`src/rtl/door_pkg.sv`:
```
// Shared types and sizing helpers for the car-door sequencer.
// Optional nudge mode is enabled by defining DOOR_NUDGE_EN.
package door_pkg;

    typedef enum logic [2:0] {
        ST_CLOSED    = 3'b000,
        ST_OPENING   = 3'b001,
        ST_OPEN_HOLD = 3'b010,
        ST_CLOSING   = 3'b011,
        ST_FAULT     = 3'b100
    } state_t;

    localparam int HOLD_CYCLES_DEF    = 8;
    localparam int TRAVEL_TIMEOUT_DEF = 6;
    localparam int MAX_REOPEN_DEF     = 2;

    function automatic int timer_w(input int h, input int t);
        return $clog2((h > t) ? h : t);
    endfunction

    function automatic int reopen_w(input int m);
        return (m < 1) ? 1 : $clog2(m + 1);
    endfunction

endpackage

```
`src/rtl/door_if.sv`:
```
// Door sensor/actuator bundle between the door sequencer and its environment.
// master drives requests and switches; slave is the sequencer side.
interface door_if;
    logic       open_req;
    logic       close_req;
    logic       motor_on;
    logic       obstruction;
    logic       open_limit;
    logic       closed_limit;
    logic       door_open_drive;
    logic       door_close_drive;
    logic       doors_closed;
    logic       door_fault;
    logic       nudge_buzzer;
    logic [2:0] door_state;

    modport master (
        output open_req, close_req, motor_on,
        output obstruction, open_limit, closed_limit,
        input  door_open_drive, door_close_drive,
        input  doors_closed, door_fault,
        input  nudge_buzzer, door_state
    );

    modport slave (
        input  open_req, close_req, motor_on,
        input  obstruction, open_limit, closed_limit,
        output door_open_drive, door_close_drive,
        output doors_closed, door_fault,
        output nudge_buzzer, door_state
    );
endinterface

```
`src/rtl/door_timer.sv`:
```
// Loadable down-counter that saturates at zero and flags it.
// Reset loads RST_VAL so the first state already has a running budget.
module door_timer #(
    parameter int          W       = 3,
    parameter logic [W-1:0] RST_VAL = '0
) (
    input  logic         clk,
    input  logic         reset,
    input  logic         load,
    input  logic [W-1:0] load_val,
    output logic         zero
);

    logic [W-1:0] count_q, count_d;

    always_comb begin
        count_d = count_q;
        if (load) begin
            count_d = load_val;
        end else if (count_q != '0) begin
            count_d = count_q - W'(1);
        end
    end

    always_ff @(posedge clk) begin
        if (reset) begin
            count_q <= RST_VAL;
        end else begin
            count_q <= count_d;
        end
    end

    assign zero = (count_q == '0);

endmodule

```
`src/rtl/door_controller.sv`:
```
// Car-door sequencer producing doors_closed for the lift motion FSM.
// Define DOOR_NUDGE_EN to force a buzzer-warned close after MAX_REOPEN reopens.
module door_controller
    import door_pkg::*;
#(
    parameter int HOLD_CYCLES    = HOLD_CYCLES_DEF,
    parameter int TRAVEL_TIMEOUT = TRAVEL_TIMEOUT_DEF,
    parameter int MAX_REOPEN     = MAX_REOPEN_DEF
) (
    input  logic clk,
    input  logic reset,
    door_if.slave dif
);

    localparam int TW = timer_w(HOLD_CYCLES, TRAVEL_TIMEOUT);
    localparam logic [TW-1:0] HOLD_LD   = TW'(HOLD_CYCLES - 1);
    localparam logic [TW-1:0] TRAVEL_LD = TW'(TRAVEL_TIMEOUT - 1);

    if (HOLD_CYCLES < 2 || TRAVEL_TIMEOUT < 2 || MAX_REOPEN < 1) begin : g_bad_cfg
        $error("door_controller: parameter out of range");
    end

    state_t        state_q, state_d;
    logic          t_load;
    logic [TW-1:0] t_val;
    logic          t_zero;
    logic          nudge;

`ifdef DOOR_NUDGE_EN
    localparam int CW = reopen_w(MAX_REOPEN);
    localparam logic [CW-1:0] CNT_MAX = CW'(MAX_REOPEN);

    logic [CW-1:0] cnt_q, cnt_d;
    logic          nudge_q, nudge_d;

    // Nudge is decided once, on entry to CLOSING, and held for that pass.
    always_comb begin
        cnt_d   = cnt_q;
        nudge_d = 1'b0;
        if (state_q == ST_CLOSING && state_d == ST_CLOSED) begin
            cnt_d = '0;
        end else if (state_q == ST_CLOSING && state_d == ST_OPENING
                     && dif.obstruction) begin
            cnt_d = (cnt_q == CNT_MAX) ? cnt_q : cnt_q + CW'(1);
        end
        if (state_d == ST_CLOSING) begin
            nudge_d = (state_q == ST_CLOSING) ? nudge_q : (cnt_q == CNT_MAX);
        end
    end

    always_ff @(posedge clk) begin
        if (reset) begin
            cnt_q   <= '0;
            nudge_q <= 1'b0;
        end else begin
            cnt_q   <= cnt_d;
            nudge_q <= nudge_d;
        end
    end

    assign nudge = nudge_q;
`else
    assign nudge = 1'b0;
`endif

    always_comb begin
        state_d = state_q;
        unique case (state_q)
            ST_CLOSED: begin
                if (dif.open_req && !dif.motor_on) state_d = ST_OPENING;
            end
            ST_OPENING: begin
                if (dif.open_limit)  state_d = ST_OPEN_HOLD;
                else if (t_zero)     state_d = ST_FAULT;
            end
            ST_OPEN_HOLD: begin
                if (dif.obstruction || dif.open_req) state_d = ST_OPEN_HOLD;
                else if (dif.close_req)              state_d = ST_CLOSING;
                else if (t_zero)                     state_d = ST_CLOSING;
            end
            ST_CLOSING: begin
                if (!nudge && dif.obstruction)
                    state_d = ST_OPENING;
                else if (!nudge && dif.open_req && !dif.motor_on)
                    state_d = ST_OPENING;
                else if (dif.closed_limit)
                    state_d = ST_CLOSED;
                else if (t_zero)
                    state_d = ST_FAULT;
            end
            ST_FAULT: state_d = ST_FAULT;
            default:  state_d = ST_FAULT;
        endcase
    end

    always_ff @(posedge clk) begin
        if (reset) begin
            state_q <= ST_CLOSING;
        end else begin
            state_q <= state_d;
        end
    end

    // Hold reloads on every request seen while open, not only on entry.
    assign t_load = (state_d != state_q)
                  || (state_q == ST_OPEN_HOLD
                      && (dif.obstruction || dif.open_req));
    assign t_val  = (state_d == ST_OPEN_HOLD) ? HOLD_LD : TRAVEL_LD;

    door_timer #(
        .W       (TW),
        .RST_VAL (TRAVEL_LD)
    ) u_timer (
        .clk      (clk),
        .reset    (reset),
        .load     (t_load),
        .load_val (t_val),
        .zero     (t_zero)
    );

    always_comb begin
        dif.door_open_drive  = 1'b0;
        dif.door_close_drive = 1'b0;
        dif.doors_closed     = 1'b0;
        dif.door_fault       = 1'b0;
        dif.nudge_buzzer     = 1'b0;
        dif.door_state       = state_q;
        unique case (state_q)
            ST_CLOSED:  dif.doors_closed = 1'b1;
            ST_OPENING: dif.door_open_drive = 1'b1;
            ST_CLOSING: begin
                dif.door_close_drive = 1'b1;
                dif.nudge_buzzer     = nudge;
            end
            ST_FAULT:   dif.door_fault = 1'b1;
            default:    ;
        endcase
    end

endmodule

```
`src/flat_wrapper.sv`:
```
// flat-port wrapper written by rule: the top's interface ports become plain ports
module door_controller_flat import door_pkg::*;
#(
    parameter int HOLD_CYCLES    = HOLD_CYCLES_DEF,
    parameter int TRAVEL_TIMEOUT = TRAVEL_TIMEOUT_DEF,
    parameter int MAX_REOPEN     = MAX_REOPEN_DEF
)
  (clk, reset, dif_open_req, dif_close_req, dif_motor_on, dif_obstruction, dif_open_limit, dif_closed_limit, dif_door_open_drive, dif_door_close_drive, dif_doors_closed, dif_door_fault, dif_nudge_buzzer, dif_door_state);
  door_if dif_i ();
  input  logic clk;
  input  logic reset;
  input wire logic [$bits(dif_i.open_req)-1:0] dif_open_req;
  input wire logic [$bits(dif_i.close_req)-1:0] dif_close_req;
  input wire logic [$bits(dif_i.motor_on)-1:0] dif_motor_on;
  input wire logic [$bits(dif_i.obstruction)-1:0] dif_obstruction;
  input wire logic [$bits(dif_i.open_limit)-1:0] dif_open_limit;
  input wire logic [$bits(dif_i.closed_limit)-1:0] dif_closed_limit;
  output wire logic [$bits(dif_i.door_open_drive)-1:0] dif_door_open_drive;
  output wire logic [$bits(dif_i.door_close_drive)-1:0] dif_door_close_drive;
  output wire logic [$bits(dif_i.doors_closed)-1:0] dif_doors_closed;
  output wire logic [$bits(dif_i.door_fault)-1:0] dif_door_fault;
  output wire logic [$bits(dif_i.nudge_buzzer)-1:0] dif_nudge_buzzer;
  output wire logic [$bits(dif_i.door_state)-1:0] dif_door_state;
  assign dif_i.open_req = dif_open_req;
  assign dif_i.close_req = dif_close_req;
  assign dif_i.motor_on = dif_motor_on;
  assign dif_i.obstruction = dif_obstruction;
  assign dif_i.open_limit = dif_open_limit;
  assign dif_i.closed_limit = dif_closed_limit;
  assign dif_door_open_drive = dif_i.door_open_drive;
  assign dif_door_close_drive = dif_i.door_close_drive;
  assign dif_doors_closed = dif_i.doors_closed;
  assign dif_door_fault = dif_i.door_fault;
  assign dif_nudge_buzzer = dif_i.nudge_buzzer;
  assign dif_door_state = dif_i.door_state;
  door_controller #(.HOLD_CYCLES(HOLD_CYCLES), .TRAVEL_TIMEOUT(TRAVEL_TIMEOUT), .MAX_REOPEN(MAX_REOPEN)) u_core (.clk(clk), .reset(reset), .dif(dif_i));
endmodule
```
`config.mk`:
```
export PLATFORM = sky130hd
export DESIGN_NAME = door_controller_flat
export DESIGN_NICKNAME = d
export VERILOG_FILES = /design/src/rtl/door_pkg.sv /design/src/rtl/door_if.sv /design/src/rtl/door_timer.sv /design/src/rtl/door_controller.sv /design/src/flat_wrapper.sv
export SDC_FILE = /design/constraint.sdc
export NUM_CORES = 1
export LEC_CHECK = 0
export CAP_MARGIN = 25
export CORE_MARGIN = 1
export CORE_UTILIZATION = 29
export DETAILED_ROUTE_END_ITERATION = 16
export GPL_ROUTABILITY_DRIVEN = 0
export PLACE_DENSITY_LB_ADDON = 0.25
export SETUP_SLACK_MARGIN = 0.05
export SYNTH_ARGS = -nofsm -noshare
export SYNTH_HDL_FRONTEND = slang
export SYNTH_HIERARCHICAL = 1
export SYNTH_SLANG_ARGS = --single-unit
```
`constraint.sdc`:
```
create_clock -name clk -period 2.1 [get_ports clk]
set_input_delay 0.42 -clock clk [delete_from_list [all_inputs] [get_ports clk]]
set_output_delay 0.42 -clock clk [all_outputs]
set_load 0.05 [all_outputs]
```
==> results by group <==
Critical path
  – R2R setup slack: ~0.14 ns
  – Reg-to-Reg Start: u_core/u_timer/count_q[0]
  – Critical Path AT: 2.12 ns
  – Worst-path maximum fanout: 4
  – Worst R2R End: u_core/u_timer/count_q[1]
  – CP required: between 2 and 2.5 ns
  – Setup CP Type: in -> reg
  – Crit. End Element: register
  – Register-to-Register Path Depth: 8
  – CP startpoint kind: input port

Synthesis
  – Post-synth top flop: dfxtp_1
  – Synth warn: 6
  – XOR/XNOR Fraction of Synth Area: under 10%
  – Unique masters post-synth: 37
  – Syn Area/Cell: roughly 8.3 um2
  – Adder-cell share of the synthesized area: 4.808%
  – Post-synth ARST share: 0%
  – Simple-gate share of the synthesized area: between 30% and 40%
  – Mapped Area: 520.5 um2
  – Multiplexer share of the synthesized area: 0%
  – Cell taking the most area after synthesis: dfxtp_1
  – Syn Inst Count: 63
  – Number of flops mapped to enable cells by yosys: 0
  – Synth Area in Compound Gates: approximately 27%
  – Yosys reg bits: 6
  – Combinational family with the most area after synthesis: simple AND/OR/NAND/NOR gates
  – Area contributors post-synth: dfxtp_1 23%, nor2b_1 6.0%, nor2_1 5.0%, ha_1 4.8%, a21oi_1 3.8%
  – Register area share after synthesis: roughly 23%
  – Share of the synthesized area in the top cell type: between 20% and 30%

Finish
  – Antenna diodes: 0
  – Highest-count cells in the layout ignoring fill and taps: 13 x buf_4, 7 x clkdlybuf4s50_1, 5 x nor2_1
  – Share of cells above drive strength 1: around 49%
  – # fillers: 149
  – Commonest non-fill, non-tap cell in the layout: buf_4
  – Area Growth Syn to Fin: 60.34%
  – # nets final: just under 100
  – Final Util: between 50% and 60%

Placement
  – Port bufs: 14
  – Dpl ws: -0.1593 ns
  – DP HPWL: around 910 um

Timing
  – Clock Skews: about 0.0026 ns
  – Worst-Margin Slew: approximately 0.62 ns
  – RSZ-0062 raised after global routing: false
  – Setup slack after layout: 0.1159 ns
  – Slew HR: roughly 59%
  – Slew Limit Fails: 0
  – Post-route minimum period: approximately 2.0 ns
  – Period utilization: a little over nine tenths
  – Final hold vios: 0
  – Setup Viol. Count Final: 0
  – Fmax: ~500 MHz

Clock network
  – Clk_lat worst skew: roughly 0.24 ns
  – Clock transition at the registers of the reported paths: about 0.04 ns
  – H-tree Lvls: 1
  – Hold buffers post-CTS: 0
  – Sink Count: 6
  – Root Driver: clkbuf_4
  – CTS tree: done
  – Num CTS Buffers: 3
  – Clk buf depth: 2

Routing
  – Total Wirelength: between 1000 and 1500 um
  – WL/cell: between 10 and 15 um
  – Iteration-0 DRC Markers: 6
  – Avg Vias per Cell: ~4.8
  – Vias: 532
  – # DRC: 0
  – DRT Pass-1 Iters: 4
  – Post-route ant nets: 0

Floorplan
  – Ports: 16
  – Die area: 0.001968 mm2
  – Row count: 14
  – Die height: 44.37 um
  – Core Region: 0.001594 mm2
  – Die X-Extent: 44.37 um
  – Starting density of the core: around a third

Worst hold path
  – Hold Path Class: reg -> reg
  – Hold_sp: u_core/u_timer/count_q[1]
  – Worst hold path endpoint: u_core/u_timer/count_q[1]
  – Hold path depth: 2

GRT
  – First-pass GRT wire length: between 1500 and 2000 um
  – Via count of the first global-routing pass: between 400 and 500
  – Antenna violations before repair: 0
  – Gr usage total: 14.08%
  – Total gr overflow: 0
  – Largest net degree at the start of global routing: 17

Status
  – Status: completed

Flow run
  – Max_cap viols: 0

Pwr
  – Pwr Total: around 570 uW
  – Peak supply drop: ~0.4 mV
  – Pwr/cell area: just under 700 mW/mm2
  – Cell leakage power: around 0.34 nW
[power by group]
part / switching, mW / internal (mW) / total [mW]
registers: 0.0329 / 0.132 / 0.165
clock network: 0.0398 / 0.0645 / 0.104
logic: 0.156 / 0.142 / 0.298
total: 0.228 / 0.339 / 0.567
[cell usage after synthesis, types with 2 or more instances]
library cell / count
ha_1: 2
nor2_1: 7
inv_1: 3
buf_4: 2
o21ai_0: 2
a21oi_1: 4
or2_1: 2
a31oi_1: 2
conb_1: 2
nor2b_1: 5
dfxtp_1: 6
[through the flow]
step / cell area [um2] / cells / hold slack, ns / setup TNS [ns]
after floorplan: 543.0 / 64 / 0.4850 / 0
after global placement: 732.0 / 105 / 0.5453 / -0.2048
after detailed placement: 732.0 / 105 / 0.5669 / -0.3152
after CTS: 762.0 / 109 / 0.5732 / 0
after global routing: 834.6 / 111 / 0.5798 / 0
final: 834.6 / 111 / 0.5591 / 0
[sequential cells by signal (all words and copies together) (netlist names)]
name and count:
u_core/dif.door_state 3, u_core/u_timer/count_q 3
[area by class of cell]
class / instances / area, um2 / area share, %
flip-flops and latches: 6 / 123.9 / 14.84
inverters: 3 / 11.26 / 1.349
clock buffers: 3 / 22.52 / 2.699
multi-input cells: 52 / 434.2 / 52.02
repair buffers: 23 / 212.7 / 25.49
well taps: 24 / 30.03 / 3.598
[routing by layer]
metal	wire length, um	track usage [%]
met5	0	0
met4	0	1.818
met3	67	7.755
met2	684	24.71
met1	598	15.21
[critical path, cell delays in order]
cell and delay (ns):
clkdlybuf4s50_1 0.46, nor2_2 0.21, a31oi_1 0.15, a41oi_2 0.18, o211ai_1 0.17, nor2b_2 0.20
a2111oi_2 0.32
[cell families after synthesis]
kind of cell | Yosys count
flops | 6
other cells | 2
fa+ha+maj | 2
buf+inv | 6
simple gates | 27
xor+xnor | 1
compound gates | 19
[worst max path at each step]
stage	from	endpoint	slack (ns)	depth (start not counted)
2_1_floorplan	u_core/dif.door_state[1]	u_core/u_timer/count_q[1]	0.06	5
3_3_place_gp	dif_open_req	u_core/u_timer/count_q[1]	-0.10	7
3_5_place_dp	dif_open_req	u_core/u_timer/count_q[1]	-0.16	7
4_1_cts	u_core/u_timer/count_q[0]	u_core/u_timer/count_q[1]	0.07	8
5_1_grt	dif_closed_limit	u_core/u_timer/count_q[1]	0.03	7
6_report	dif_closed_limit	u_core/u_timer/count_q[1]	0.12	7
[what timing repair did]
item	in CTS	in global routing
gates resized for setup	0	17
setup endpoints to repair	1	3
buffers inserted	1	2
pin swaps	1	6
Note: power is estimated with default switching activity, not from simulation.
